==> src/rtl/hilo_md_ctrl.sv <==
// HI/LO multiply/divide sequencer: 32-step shift-add multiply, restoring divide,
// MTHI/MTLO writes and pipeline stall generation for MFHI/MFLO and new MD ops.
module hilo_md_ctrl #(
  parameter int WIDTH = 32,
  parameter int CNT_W = 5
) (
  input  logic             clk,
  input  logic             rst_n,
  input  logic             op_valid,
  input  logic [2:0]       op,
  input  logic [WIDTH-1:0] a,
  input  logic [WIDTH-1:0] b,
  input  logic             rd_req,
  input  logic             rd_hlsel,
  output logic [WIDTH-1:0] rd_data,
  output logic [WIDTH-1:0] hi,
  output logic [WIDTH-1:0] lo,
  output logic             busy,
  output logic             stall,
  output logic             done,
  output logic             div_by_zero,
  output logic [1:0]       dbg_state
);

  typedef enum logic [1:0] {S_IDLE, S_MUL, S_DIV, S_FIX} state_e;

  state_e             state_q, state_d;
  logic [CNT_W-1:0]   cnt_q, cnt_d;
  logic [WIDTH-1:0]   acc_hi_q, acc_hi_d;
  logic [WIDTH-1:0]   acc_lo_q, acc_lo_d;
  logic [WIDTH-1:0]   opnd_q, opnd_d;
  logic               is_div_q, is_div_d;
  logic               neg_res_q, neg_res_d;
  logic               neg_rem_q, neg_rem_d;
  logic               dbz_op_q, dbz_op_d;
  logic               dbz_flag_q, dbz_flag_d;
  logic               done_q, done_d;
  logic [WIDTH-1:0]   hi_q, hi_d;
  logic [WIDTH-1:0]   lo_q, lo_d;

  logic               md_op;
  logic               a_neg, b_neg;
  logic [WIDTH-1:0]   a_mag, b_mag;
  logic [WIDTH:0]     mul_sum;
  logic [WIDTH:0]     div_shift, div_diff;
  logic [2*WIDTH-1:0] prod_raw, prod_fix;

  // op[0] = 0 selects the signed variant, op[1] selects divide.
  assign md_op = op_valid && (op[2] == 1'b0);
  assign a_neg = ~op[0] & a[WIDTH-1];
  assign b_neg = ~op[0] & b[WIDTH-1];
  assign a_mag = a_neg ? -a : a;
  assign b_mag = b_neg ? -b : b;

  assign mul_sum   = {1'b0, acc_hi_q} + (acc_lo_q[0] ? {1'b0, opnd_q} : '0);
  assign div_shift = {acc_hi_q, acc_lo_q[WIDTH-1]};
  assign div_diff  = div_shift - {1'b0, opnd_q};
  assign prod_raw  = {acc_hi_q, acc_lo_q};
  assign prod_fix  = neg_res_q ? -prod_raw : prod_raw;

  always_comb begin
    state_d    = state_q;
    cnt_d      = cnt_q;
    acc_hi_d   = acc_hi_q;
    acc_lo_d   = acc_lo_q;
    opnd_d     = opnd_q;
    is_div_d   = is_div_q;
    neg_res_d  = neg_res_q;
    neg_rem_d  = neg_rem_q;
    dbz_op_d   = dbz_op_q;
    dbz_flag_d = dbz_flag_q;
    done_d     = 1'b0;
    hi_d       = hi_q;
    lo_d       = lo_q;
    case (state_q)
      S_IDLE: begin
        if (md_op) begin
          // Multiply keeps the multiplier in acc_lo; divide keeps the dividend there.
          state_d    = op[1] ? S_DIV : S_MUL;
          cnt_d      = '0;
          acc_hi_d   = '0;
          acc_lo_d   = op[1] ? a_mag : b_mag;
          opnd_d     = op[1] ? b_mag : a_mag;
          is_div_d   = op[1];
          neg_res_d  = a_neg ^ b_neg;
          neg_rem_d  = a_neg;
          dbz_op_d   = op[1] && (b == '0);
          dbz_flag_d = op[1] && (b == '0);
        end else if (op_valid && op == 3'b100) begin
          hi_d = a;
        end else if (op_valid && op == 3'b101) begin
          lo_d = a;
        end
      end
      S_MUL: begin
        acc_hi_d = mul_sum[WIDTH:1];
        acc_lo_d = {mul_sum[0], acc_lo_q[WIDTH-1:1]};
        cnt_d    = cnt_q + 1'b1;
        if (cnt_q == CNT_W'(WIDTH - 1)) state_d = S_FIX;
      end
      S_DIV: begin
        if (!div_diff[WIDTH]) begin
          acc_hi_d = div_diff[WIDTH-1:0];
          acc_lo_d = {acc_lo_q[WIDTH-2:0], 1'b1};
        end else begin
          acc_hi_d = div_shift[WIDTH-1:0];
          acc_lo_d = {acc_lo_q[WIDTH-2:0], 1'b0};
        end
        cnt_d = cnt_q + 1'b1;
        if (cnt_q == CNT_W'(WIDTH - 1)) state_d = S_FIX;
      end
      S_FIX: begin
        state_d = S_IDLE;
        done_d  = 1'b1;
        if (is_div_q) begin
          // With a zero divisor the remainder path holds |a|; restoring its sign yields a.
          lo_d = dbz_op_q ? '1 : (neg_res_q ? -acc_lo_q : acc_lo_q);
          hi_d = neg_rem_q ? -acc_hi_q : acc_hi_q;
        end else begin
          hi_d = prod_fix[2*WIDTH-1:WIDTH];
          lo_d = prod_fix[WIDTH-1:0];
        end
      end
      default: state_d = S_IDLE;
    endcase
  end

  always_ff @(posedge clk or negedge rst_n) begin
    if (!rst_n) begin
      state_q    <= S_IDLE;
      cnt_q      <= '0;
      acc_hi_q   <= '0;
      acc_lo_q   <= '0;
      opnd_q     <= '0;
      is_div_q   <= 1'b0;
      neg_res_q  <= 1'b0;
      neg_rem_q  <= 1'b0;
      dbz_op_q   <= 1'b0;
      dbz_flag_q <= 1'b0;
      done_q     <= 1'b0;
      hi_q       <= '0;
      lo_q       <= '0;
    end else begin
      state_q    <= state_d;
      cnt_q      <= cnt_d;
      acc_hi_q   <= acc_hi_d;
      acc_lo_q   <= acc_lo_d;
      opnd_q     <= opnd_d;
      is_div_q   <= is_div_d;
      neg_res_q  <= neg_res_d;
      neg_rem_q  <= neg_rem_d;
      dbz_op_q   <= dbz_op_d;
      dbz_flag_q <= dbz_flag_d;
      done_q     <= done_d;
      hi_q       <= hi_d;
      lo_q       <= lo_d;
    end
  end

  assign busy        = (state_q != S_IDLE);
  assign stall       = busy && ((op_valid && op <= 3'b101) || rd_req);
  assign rd_data     = rd_hlsel ? hi_q : lo_q;
  assign hi          = hi_q;
  assign lo          = lo_q;
  assign done        = done_q;
  assign div_by_zero = dbz_flag_q;
  assign dbg_state   = state_q;

endmodule
==> config.mk <==
export PLATFORM = sky130hd
export DESIGN_NAME = hilo_md_ctrl
export DESIGN_NICKNAME = d
export VERILOG_FILES = /design/src/rtl/hilo_md_ctrl.sv
export SDC_FILE = /design/constraint.sdc
export NUM_CORES = 1
export LEC_CHECK = 0
export CORE_MARGIN = 2
export CORE_UTILIZATION = 58
export DETAILED_ROUTE_END_ITERATION = 8
export PLACE_DENSITY = 0.93
export SYNTH_ARGS = -nofsm -noshare
export SYNTH_HDL_FRONTEND = slang
export SYNTH_SLANG_ARGS = --single-unit
==> constraint.sdc <==
create_clock -name clk -period 3.9 [get_ports clk]
set_clock_uncertainty 0.05 [all_clocks]
set_input_delay 0.78 -clock clk [delete_from_list [all_inputs] [get_ports clk]]
set_output_delay 0.78 -clock clk [all_outputs]
set_load 0.01 [all_outputs]
; ---- After elaboration in Yosys (flattened, before gate mapping)
; Index checks and enable logic that the tools add are counted.
[classes]
reduce_logical = 20
bitwise_logic = 5
add_sub_neg = 8
order_cmp = 1
muxes = 32
n_eq_ne = 12
[op_table]
columns = operator, n
row1 = 32-bit 2-to-1 mux, 19
row2 = 32-bit case mux with 3 select lines, 2
row3 = 32-bit negator, 4
row4 = 32-bit case mux with 2 select lines, 2
row5 = 64-bit 2-to-1 mux, 1
row6 = 64-bit negator, 1
row7 = 32-bit by 32-bit adder with 33-bit output, 1
row8 = 33-bit by 32-bit subtractor with 33-bit output, 1
row9 = 32-bit logical NOT, 1
row10 = "2-bit inequality test, second input constant", 5
row11 = 5-bit case mux with 2 select lines, 1
row12 = 2-bit AND reduction, 4
row13 = "3-bit == test, second input constant", 2
row14 = 1-bit logical AND, 6
row15 = 2-bit 2-to-1 mux, 3
row16 = 2-bit case mux with 3 select lines, 1
row17 = 2-bit nonzero test, 3
row18 = "5-bit by 1-bit adder with 5-bit output, second input constant", 1
row19 = "5-bit == test, second input constant", 1
row20 = 5-bit 2-to-1 mux, 1
row21 = "2-bit == test, second input constant", 2
row22 = 4-bit AND reduction, 1
row23 = "3-bit less-or-equal comparator, second input constant", 1
row24 = 3-bit AND reduction, 1
row25 = other kinds (10), 13
[totals]
word_cells = 90
reg_bits = 172
inputBits = 72

; ---- Logic depth before layout (Yosys ltp)
[depth]
depth_word = 6
ltp_mapped = 15
mapped_depth_nobuf = 13

; ---- Least setup slack after synthesis
; No wires, ideal clock.
[synth_path]
kind = register to register
from = register acc_lo_q[0]
to = register acc_hi_q[22]
t_required_ps = 3724
t_arrival_ps = 3317
synth_period_minus_slack_ps = 3493
path_slack_ps = 407
stages_incl_launch_ff = 15
cell_sequence = dfrtp_1 > inv_1 > buf_1 > nor2_1 > ha_1 > a21oi_1 > nor2b_1 > a311o_1 > a41oi_1 > o221ai_1 > a221oi_1 > o21ai_1 > a21oi_1 > xnor2_1 > a221o_1
[synth_between]
elab_chain_cells = 3
[synth_lines]
columns = item, line
row1 = start: declaration, 30  ; logic [WIDTH-1:0] acc_lo_q, acc_lo_d;
row2 = start signal: assignment, 147  ; acc_lo_q <= acc_lo_d;
row3 = 32-bit 2-to-1 mux, 55  ; assign mul_sum = {1'b0, acc_hi_q} + (acc_lo_q[0] ? {1'b0, opnd_q} : '0);
row4 = 32-bit by 32-bit adder with 33-bit output, 55
row5 = 32-bit case mux with 3 select lines, 75  ; case (state_q)
row6 = end signal: assignment, 146  ; acc_hi_q <= acc_hi_d;
row7 = end: declaration, 29  ; logic [WIDTH-1:0] acc_hi_q, acc_hi_d;
; No other way between the ends.
; A chain may end at the register's enable or synchronous reset.

; ---- Worst setup path in the final report
[layout_path]
from = register acc_lo_q[0]
to = register acc_hi_q[28]
; The elaborated chain is that of the path after synthesis.

==> flow_summary.json <==
{
  "critPathLaunch": "acc_lo_q[0]",
  "status": "finished with violations",
  "ys_seq_area_share_pct": 28.37,
  "final_hold_viol_count": 0,
  "synthCells": 1928,
  "place_congestion": 1.042,
  "vias": 16591,
  "place_hpwl_um": 42860,
  "drive_gt1_share_pct": 9.490,
  "cpPeakStageDelay_ns": 0.40,
  "die_x_um": 165.7,
  "r2r_cells": 15,
  "rsz0062_at_grt": "no",
  "crit_chain": "inv_1 -> buf_4 -> nor2_1 -> ha_2 -> nand2_1 -> o21bai_1 -> a2111oi_1 -> o31a_1 -> nor3_1 -> buf_4 -> o211ai_1 -> o211ai_1 -> o21ai_0 -> xnor2_1 -> a211o_1",
  "die_h_um": 165.7,
  "track_usage_pct": 39.70,
  "worstSetupStartpointType": "flop",
  "tns_ns": 0,
  "routedWlPerCell_um": 23.03,
  "synth.largest_area_cell": "dfrtp_1",
  "ys_ff_latch": 172,
  "holdCritPathClass": "primary input to asynchronous set/reset pin",
  "fin_nets": 2232,
  "grt_pass1_wl_um": 86630,
  "cts_tree": "done",
  "top_usage_layer": "met2",
  "layout-area-overhead-vs-synth_pct": 19.99,
  "finalSetupViolCount": 0,
  "cts_max_path_buffers": 2,
  "postRouteAntennaNets": 0,
  "synth_area_leaders": "dfrtp_1 (28%), o21ai_0 (6.8%), a21oi_1 (6.2%)",
  "cts.sinks": 172,
  "synthArstFlopShare_pct": 100.0,
  "clk_pin_slew_ns": 0.08,
  "cts_root_buf": "clkbuf_16",
  "critPathSlowestCell": "dfrtp_1",
  "p_seq_share_pct": 21.8,
  "fin_crit_ns": 3.719,
  "grt_max_degree": 118,
  "placed_cell_area_um2": 17600,
  "synth.distinct_cells": 82,
  "remaining_drc_errors": 1,
  "violations": "design-rule violations",
  "p_sw_uw": 8969,
  "rows": 59,
  "synth-main-ff-cell": "dfrtp_1",
  "multiInputGateArea_um2": 10210,
  "fin_area_um2": 18210,
  "slew_headroom_pct": 20.49,
  "crit_cells": 15,
  "synth_edf_count": 0,
  "fp.dieArea_um2": 27470,
  "dpl.cell_count": 2399,
  "p_sw_share_pct": 51.69,
  "io_pins": 174,
  "max_freq_mhz": 268.9,
  "syn_avg_cell_area_um2": 7.869,
  "most-common-layout-cells": "o21ai_0 (205), nor2_1 (194), a21oi_1 (186), nand2_1 (177), dfrtp_1 (172)",
  "timing.rr.end": "acc_hi_q[28]",
  "core_area_um2": 25840,
  "fillers": 2028,
  "layout_commonest_cell": "o21ai_0",
  "start_util_pct": 58.72,
  "yosys_warnings": 0,
  "required_ns": 4.18,
  "use_met3_pct": 7.102,
  "cp-end-kind": "flop",
  "cp.buffers_inverters": 3,
  "drtPass1Iterations": 9,
  "crit-reg2reg-launch": "acc_lo_q[0]",
  "synth_top_area_share_pct": 28.37,
  "power.share.clock_pct": 9.8,
  "antenna_found_initial": 2,
  "critical_path.top_delay_family": "compound AO/OA/AOI/OAI gates",
  "holdWs_ns": 0.2747,
  "cp.arrival_ns": 4.00,
  "comb_power_share_pct": 68.5,
  "worstSetupPathType": "flop to flop",
  "syn_area_um2": 15170,
  "worst_pin_slew_ns": 1.190,
  "cts_buffers": 17,
  "grt_pass1_vias": 15310,
  "fin_crit_sh_pct": 95.36,
  "avgViaCountPerCell": 6.819,
  "power_density_nw_per_um2": 953.2,
  "clk_latency_ns": 0.44,
  "ir_drop_mv": 1.151,
  "stdcell_count": 2433,
  "slew_viol_final": 0,
  "grt-ovfl-total": 0,
  "seqCellArea_um2": 4304,
  "cts_max_level": 4,
  "syn-num-nets": 2076,
  "grt_util_met1_pct": 55.19,
  "drt_iter0_drc": 2314,
  "grt_use_met2_pct": 60.17,
  "drt-total-wl_um": 56020,
  "io_buffers": 173,
  "cp_max_fo": 12,
  "reg2reg_setup_slack_ns": 0.18,
  "p_int_uw": 8383,
  "p_leak_uw": 0.007760,
  "maxCapViolations": 0,
  "cp-endpoint": "acc_hi_q[28]"
}
-- layout make-up --
class,count,share of cell area [%]
timing repair buffer,268,13.63
tap,335,2.302
antenna,1,0.01375
clock buffer,17,2.337
inverter,59,1.216
multi-input combinational,1566,56.06
clock inverter,15,0.7972
sequential,172,23.64
-- cells in the mapped netlist, types with 11 or more instances --
cell type  count
o31ai_1       27
dfrtp_1      172
a21oi_1      187
mux2_2        33
a22oi_1       23
clkbuf_1     111
a21o_1        36
nand2b_1      25
o22ai_1       34
xnor2_1      106
ha_1          74
and3_1        11
mux2i_1       38
nor2_1       195
or3_1         31
xor2_1        70
o221ai_1      11
nand3_1       26
a221o_1       31
a31oi_1       13
nor2b_1       16
nor3_1        29
nand2_1      177
o21a_1        11
o21ai_0      206
inv_1         57
-- power groups by stage --
stage	logic, uW	clock network [uW]	registers [uW]
after floorplan	7590	0	3430
after global placement	11000	0	3690
after detailed placement	11400	0	3740
after CTS	11500	1690	3710
after global routing	12700	1750	3850
final	11900	1700	3770
-- kinds of logic after synthesis --
group	synth area share [%]
adders and majority gates	6.367
buffers and inverters	4.956
DFF	28.37
muxes	4.956
and+or+nand+nor	17.84
xor gates and xnor gates	10.16
AOI/OAI and AO/OA	27.35
-- worst min path at each step --
stage | end | start | slack, ns
6_report | hi[16] | rst_n | 0.27
5_1_grt | hi[16] | rst_n | 0.32
4_1_cts | hi[16] | rst_n | 0.30
3_5_place_dp | opnd_q[27] | opnd_q[27] | 0.42
3_3_place_gp | opnd_q[4] | opnd_q[4] | 0.41
2_1_floorplan | opnd_q[27] | opnd_q[27] | 0.40
-- routing by layer --
metal | vias up | wire, um | part of all wire, %
met5 | - | 13 | 0.023
met4 | 2 | 2984 | 5.3
met3 | 187 | 6578 | 12
met2 | 1200 | 24570 | 44
li1 | 7299 | - | -
met1 | 7903 | 21870 | 39
-- sequential cells by signal, indices dropped and copies added (netlist names) --
name / flops
acc_hi_q: 32
hi: 32
dbg_state: 2
div_by_zero: 1
acc_lo_q: 32
done: 1
neg_res_q: 1
neg_rem_q: 1
opnd_q: 32
lo: 32
cnt_q: 5
is_div_q: 1
-- repair_timing --
action                                  in CTS  in global routing
endpoints found under the setup margin       0                  7
hold buffers                                 0                  0
resized for setup                            0                  7
setup buffers                                0                  1
endpoints found under the hold margin        0                  0
-- per-stage QoR --
step	power [uW]	utilization (%)	setup slack, ns
finish	17350	70.46	0.1809
global route	18320	70.46	0.009035
CTS	16920	70.32	0.1982
detailed placement	15140	68.12	0.08249
global placement	14730	68.12	0.1425
floorplan	11020	-	0.4066
(Power assumes the default switching activity.)
